[src/rtl/mem_arbiter_pkg.sv]
// Shared definitions for the cache/memory arbiter: state encodings, grant codes
// and default block geometry used by icache, dcache and the arbiter.
package mem_arbiter_pkg;

  localparam int ADDR_W_DEF  = 6;
  localparam int BLOCK_W_DEF = 128;

  typedef enum logic [2:0] {
    ARB_IDLE    = 3'd0,
    ARB_I_ISSUE = 3'd1,
    ARB_I_WAIT  = 3'd2,
    ARB_D_ISSUE = 3'd3,
    ARB_D_WAIT  = 3'd4
  } arb_state_t;

  localparam logic GNT_I = 1'b0;
  localparam logic GNT_D = 1'b1;

  // On a tie the requester that was not served last wins.
  function automatic logic other_grant(input logic gnt);
    return ~gnt;
  endfunction

endpackage

[src/rtl/mem_arb_pick.sv]
// Combinational two-way round-robin picker between the icache and dcache
// requests, using the last granted requester as the tie breaker.
module mem_arb_pick
  import mem_arbiter_pkg::*;
(
  input  logic req_i,
  input  logic req_d,
  input  logic last_grant,
  output logic grant_valid,
  output logic grant_id
);

  always_comb begin
    grant_valid = req_i | req_d;
    grant_id    = GNT_I;
    if (req_i && req_d) begin
      grant_id = other_grant(last_grant);
    end else if (req_d) begin
      grant_id = GNT_D;
    end
  end

endmodule

[src/rtl/mem_arbiter.sv]
// Shares one block-wide main memory between the icache and the dcache, serving
// one requester at a time and stalling the other through its BUSYWAIT.
module mem_arbiter
  import mem_arbiter_pkg::*;
#(
  parameter int ADDR_W  = ADDR_W_DEF,
  parameter int BLOCK_W = BLOCK_W_DEF
) (
  input  logic               CLOCK,
  input  logic               RESET,
  input  logic               I_READ,
  input  logic [ADDR_W-1:0]  I_ADDRESS,
  output logic [BLOCK_W-1:0] I_READDATA,
  output logic               I_BUSYWAIT,
  input  logic               D_READ,
  input  logic               D_WRITE,
  input  logic [ADDR_W-1:0]  D_ADDRESS,
  input  logic [BLOCK_W-1:0] D_WRITEDATA,
  output logic [BLOCK_W-1:0] D_READDATA,
  output logic               D_BUSYWAIT,
  output logic               MEM_READ,
  output logic               MEM_WRITE,
  output logic [ADDR_W-1:0]  MEM_ADDRESS,
  output logic [BLOCK_W-1:0] MEM_WRITEDATA,
  input  logic [BLOCK_W-1:0] MEM_READDATA,
  input  logic               MEM_BUSYWAIT
);

  arb_state_t state, next_state;
  logic       last_grant;
  logic       i_req, d_req;
  logic       grant_valid, grant_id;

  assign i_req = I_READ;
  assign d_req = D_READ | D_WRITE;

  mem_arb_pick u_pick (
    .req_i       (i_req),
    .req_d       (d_req),
    .last_grant  (last_grant),
    .grant_valid (grant_valid),
    .grant_id    (grant_id)
  );

  always_ff @(posedge CLOCK or posedge RESET) begin
    if (RESET) begin
      state      <= ARB_IDLE;
      last_grant <= GNT_I;
    end else begin
      state <= next_state;
      if (next_state == ARB_I_ISSUE) begin
        last_grant <= GNT_I;
      end else if (next_state == ARB_D_ISSUE) begin
        last_grant <= GNT_D;
      end
    end
  end

  // On completion the other side is granted straight away, without an idle cycle.
  always_comb begin
    next_state = state;
    case (state)
      ARB_IDLE: begin
        if (grant_valid) begin
          next_state = (grant_id == GNT_D) ? ARB_D_ISSUE : ARB_I_ISSUE;
        end
      end
      ARB_I_ISSUE: next_state = ARB_I_WAIT;
      ARB_I_WAIT: begin
        if (!MEM_BUSYWAIT) begin
          next_state = d_req ? ARB_D_ISSUE : ARB_IDLE;
        end
      end
      ARB_D_ISSUE: next_state = ARB_D_WAIT;
      ARB_D_WAIT: begin
        if (!MEM_BUSYWAIT) begin
          next_state = i_req ? ARB_I_ISSUE : ARB_IDLE;
        end
      end
      default: next_state = ARB_IDLE;
    endcase
  end

  // The request is captured only on entry to ISSUE; a write wins over a read
  // if the dcache raises both.
  always_ff @(posedge CLOCK or posedge RESET) begin
    if (RESET) begin
      MEM_READ      <= 1'b0;
      MEM_WRITE     <= 1'b0;
      MEM_ADDRESS   <= '0;
      MEM_WRITEDATA <= '0;
    end else begin
      case (next_state)
        ARB_I_ISSUE: begin
          MEM_READ    <= 1'b1;
          MEM_WRITE   <= 1'b0;
          MEM_ADDRESS <= I_ADDRESS;
        end
        ARB_D_ISSUE: begin
          MEM_READ      <= ~D_WRITE;
          MEM_WRITE     <= D_WRITE;
          MEM_ADDRESS   <= D_ADDRESS;
          MEM_WRITEDATA <= D_WRITEDATA;
        end
        ARB_IDLE: begin
          MEM_READ  <= 1'b0;
          MEM_WRITE <= 1'b0;
        end
        default: begin
        end
      endcase
    end
  end

  assign I_BUSYWAIT = ~RESET & i_req & ~((state == ARB_I_WAIT) & ~MEM_BUSYWAIT);
  assign D_BUSYWAIT = ~RESET & d_req & ~((state == ARB_D_WAIT) & ~MEM_BUSYWAIT);

  assign I_READDATA = MEM_READDATA;
  assign D_READDATA = MEM_READDATA;

endmodule

[config.mk]
export PLATFORM = sky130hd
export DESIGN_NAME = mem_arbiter
export DESIGN_NICKNAME = d
export VERILOG_FILES = /design/src/rtl/mem_arbiter_pkg.sv /design/src/rtl/mem_arb_pick.sv /design/src/rtl/mem_arbiter.sv
export SDC_FILE = /design/constraint.sdc
export NUM_CORES = 1
export LEC_CHECK = 0
export CAP_MARGIN = 20
export CORE_AREA = 8 8 256 258
export CTS_BUF_LIST = sky130_fd_sc_hd__clkbuf_4 sky130_fd_sc_hd__clkbuf_8
export CTS_CLUSTER_SIZE = 10
export DETAILED_ROUTE_END_ITERATION = 10
export DIE_AREA = 0 0 264 266
export PLACE_DENSITY_LB_ADDON = 0.2
export SLEW_MARGIN = 10
export SYNTH_ARGS = -nofsm -noshare
export SYNTH_HDL_FRONTEND = slang
export SYNTH_SLANG_ARGS = --single-unit
[constraint.sdc]
create_clock -name CLOCK -period 10.76 [get_ports CLOCK]
set_input_delay 3.228 -clock CLOCK [delete_from_list [all_inputs] [get_ports CLOCK]]
set_output_delay 3.228 -clock CLOCK [all_outputs]
set_load 0.01 [all_outputs]
## After elaboration in Yosys (flattened, before gate mapping)

Index checks and enable logic that the tools add are counted.

- Bits in registers: 140
- Bits of input ports: 274
- Logic and storage cells: 47

- Equality and inequality tests: 6
- Muxes and demuxes: 14
- Bitwise gates (word level): 14
- Reductions and logical operators: 7

Operator list:

| cell | number |
|---|---|
| 3-bit one-hot mux with 5 select lines | 1 |
| 6-bit one-hot mux with 2 select lines | 1 |
| 3-bit by 2-bit equality test with 1-bit output, second input constant | 3 |
| 3-bit two-way mux | 3 |
| 1-bit bitwise AND | 6 |
| 3-bit by 1-bit equality test with 1-bit output, second input constant | 2 |
| 3-bit zero test | 2 |
| 1-bit inverter | 6 |
| 1-bit two-way mux | 5 |
| 2-bit two-way mux | 2 |
| 2-bit nonzero test | 2 |
| 3-bit equality test, second input constant | 1 |
| 1-bit one-hot mux with 3 select lines | 1 |
| 3-bit nonzero test | 1 |
| 1-bit OR | 2 |
| 1-bit one-hot mux with 2 select lines | 1 |
| 2-bit OR reduction | 1 |
| 1-bit logical AND | 1 |

## Longest topological paths before layout

- Depth in word-level cells: 9
- Gate-level depth with buffers: 6

## Modules after synthesis

A second synthesis with hierarchy kept.

- Cells, all modules: 585
- Area, all modules: 7732.4 sq um

By module, submodules not included:

| module | times used | cells an instance | area an instance (sq um) |
|---|---|---|---|
| mem_arbiter | 1 | 583 | 7718.7 |
| mem_arb_pick | 1 | 2 | 13.8 |

## Least setup slack after synthesis

Ideal clock, no wire load.

- Path kind: input-to-output
- From: in RESET
- To: out D_BUSYWAIT
- Data arrival time: 6.640 ns
- Required time: 7.532 ns
- Path slack: 0.892 ns
- Stages: 2
- Path through: inv_1 > o211a_1

- Longest elaborated chain between the ends: 3

RTL lines:

| element | line | RTL |
|---|---|---|
| from (decl) | mem_arbiter.sv:10 | `input logic RESET,` |
| 1-bit inverter | mem_arbiter.sv:116 | `assign D_BUSYWAIT = ~RESET & d_req & ~((state == ARB_D_WAIT) & ~MEM_BUSYWAIT);` |
| 1-bit bitwise AND (2 in a row) | mem_arbiter.sv:116 |  |
| to (decl) | mem_arbiter.sv:20 | `output logic D_BUSYWAIT,` |

No other way between the ends.

## Worst setup path after layout

- From: in RESET
- To: out I_BUSYWAIT

- Longest elaborated chain between the ends: 3

RTL lines:

| element | line | RTL |
|---|---|---|
| 1-bit inverter | mem_arbiter.sv:115 | `assign I_BUSYWAIT = ~RESET & i_req & ~((state == ARB_I_WAIT) & ~MEM_BUSYWAIT);` |
| 1-bit bitwise AND (2 in a row) | mem_arbiter.sv:115 |  |
| to (decl) | mem_arbiter.sv:14 | `output logic I_BUSYWAIT,` |

No other way between the ends.

==> results.toml <==
[layout]
fin_area_um2 = 9940
diodes = 0
fill_cells = 6801
layout-drive-gt1-share_pct = 26.9
fin_cells = 1421
nNetsFinal = 893
area_delta_synth_final_pct = 27.6

[placed_design]
placed_area_um2 = 9490
place_ws_ns = 2.75
dpl.hpwl_um = 16000
gp_congestion = 0.660
port-buffer-count = 283
dp.cells = 1390

[power]
seq_power_share_pct = 31.4
p_per_area_nw_per_um2 = 308
switching_power_uw = 974
p_int_uw = 2090
power.total_uw = 3060
leakage_uw = 0.00397
swShare_pct = 31.8
vdd_drop_max_mv = 0.118
combPwrFrac_pct = 52.3
p_clk_share_pct = 16.3

[die]
start_util_pct = 12.7
chipHeight_um = 266
die-area_um2 = 70200
coreArea_um2 = 61300
fp-row-count = 91
num_io_pins = 668
die_w_um = 264

[global_routing]
grt_usage_pct = 6.24
grt_pass1_vias = 4729
grt_first_pass_wirelength_um = 32100
grt.overflow.total = 0
grt_max_degree = 63
antenna_found_initial = 0

[clock_tree]
clock_path_buffers = 2
cts-resized-gates = 0
cts-buffers-inserted = 17
postCtsSetupBuffers = 0
cts_sinks = 140
cts.clk_slew.worst_paths_ns = 0.08
h-tree-depth = 4
cts_tree = "built"
cts_root_buffer = "clkbuf_8"
cts.hold.buffers_added = 0
worst_skew_pair.late_latency_ns = 0.52

[sta]
worstMarginPinSlew_ns = 0.870
hold_viol = 0
min_period_ns = 7.98
relSlewSlack_pct = 42.0
worst_clock_skew_ns = 0.0135
timing.final.ws_setup_ns = 2.78
slew_violations = 0
finalCritPeriodShare_pct = 74.1
final.setup.tns_ns = 0
clock.fmax_mhz = 125
setup_viol = 0
rsz0062_at_grt = "false"

[synth]
synth-simple-area-share_pct = 1.08
synthTopCellsByArea = "dfrtp_1, buf_4, mux2_4"
synth_seq_area_share_pct = 45.0
synth_cell_types = 27
synth_compound_area_share_pct = 1.98
syn-num-nets = 857
synthXorXnorAreaFrac_pct = 0
ys_ff_latch = 140
synthesis.instances = 583
synth_fa_ha_area_share_pct = 0
avgSynthCellArea_um2 = 13.4
yosys_warnings = 0
synth_top_family_by_area = "buffers and inverters"
yosys.area.top_type_share_pct = 45.0
yosys.area.top_type = "dfrtp_1"
syn_area_um2 = 7790
muxShareOfSynthArea_pct = 24.0

[route]
vias_per_cell = 2.85
drt_wl_total_um = 21700
drt-initial-drc-count = 109
via_count = 4046
final_antenna_net_count = 0
drc = 0
first_pass_iters = 4
routedWlPerCell_um = 15.3

[critical_path]
worstSetupEndpointType = "output pin"
crit_type = "primary input to output pin"
r2r_cells = 5
crit_top_cell = "clkdlybuf4s50_1"
crit_arrival_ns = 4.75
critical_path_required_ns = 7.53
crit_fanout = 29
max_stage_delay_ns = 0.56
path_cells = "clkdlybuf4s50_1, inv_6, nand2_1, a21oi_1, clkdlybuf4s50_1"
cp_slowest_cell = "clkdlybuf4s50_1"
startpoint_type = "primary input"

[flow_run]
maxCapViolCount = 0

[min_path]
worstHoldPathType = "register to register"
holdPathStages = 2

[outcome]
status = "complete, no violations"
metrics by stage:
step	util (%)	hold slack [ns]
floorplan	-	0.451
global placement	15.5	0.469
detailed placement	15.5	0.479
CTS	16.2	0.501
global route	16.2	0.524
finish	16.2	0.491
power groups by stage:
stage	clock [µW]	combinational [µW]	sequential, µW
final	500	1600	961
after global routing	562	1710	1000
after CTS	544	1650	968
after detailed placement	0	1640	969
after global placement	0	1650	969
after floorplan	0	939	1080
kinds of logic (layout without fill, tap and decap cells):
kind of cell,count (synthesis),after routing
AOI/OAI and AO/OA,19,19
buffers and inverters,273,321
DFF,140,140
muxes,134,134
and+or+nand+nor,17,17
cells in the final DEF, fill, tap and decap left out, types with 3 or more instances in the layout:
master / instances
mux2i_1: 6
buf_4: 4
clkdlybuf4s50_1: 283
nand2_1: 9
mux2_2: 30
dfrtp_1: 140
clkinvlp_4: 3
clkbuf_8: 20
mux2_4: 98
bufinv_16: 4
o21ai_0: 6
clkinv_2: 3
synth_stat cells, drive strengths merged:
master / n
a32o: 2
dfrtp: 140
a31o: 1
o21ai: 6
mux2i: 6
and3b: 1
or2: 1
nor3: 1
a211oi: 2
mux2: 128
nor2: 2
and2b: 1
a32oi: 1
nor4: 1
inv: 2
o211a: 1
nand2: 9
a21boi: 1
buf: 270
clkbuf: 1
nor2b: 1
a21o: 2
o2bb2ai: 1
a21oi: 2
area by class of cell:
cell class	instances	area, µm²	area share (%)
timing repair buffer	288	2880	29.0
inverter	2	12.5	0.126
sequential	140	3500	35.3
clock inverter	11	166	1.67
multi-input combinational	170	2110	21.2
clock buffer	20	275	2.77
tap	790	988	9.95
path summary, 6_finish.rpt:
kind | from | to | slack [ns]
max in group asynchronous | RESET | MEM_WRITEDATA[59] | 6.53
min reg2reg | MEM_ADDRESS[4] | MEM_ADDRESS[4] | 0.49
max | RESET | I_BUSYWAIT | 2.78
min in group asynchronous | RESET | MEM_WRITEDATA[70] | 3.05
max reg2reg | state[0] | MEM_WRITEDATA[0] | 7.60
min | MEM_ADDRESS[4] | MEM_ADDRESS[4] | 0.49
per-layer routing:
| layer | vias up | share of wire, % | GRT usage (%) |
|---|---|---|---|
| met5 | - | 0 | 0 |
| met3 | 95 | 13 | 4.39 |
| li1 | 1739 | - | - |
| met1 | 1928 | 37 | 6.02 |
| met4 | 0 | 6.2 | 4.91 |
| met2 | 284 | 44 | 9.17 |
worst max-delay path, delay by kind of cell:
kind,cells,cell delay [ns]
compound gates,1,0.13
simple gates,1,0.09
buf+inv,3,1.30
state kept, by name, indices dropped and copies added (netlist names):
signal         count
MEM_ADDRESS        6
MEM_READ           1
MEM_WRITE          1
MEM_WRITEDATA    128
last_grant         1
state              3
No activity file was read; power rests on OpenSTA's default activity.
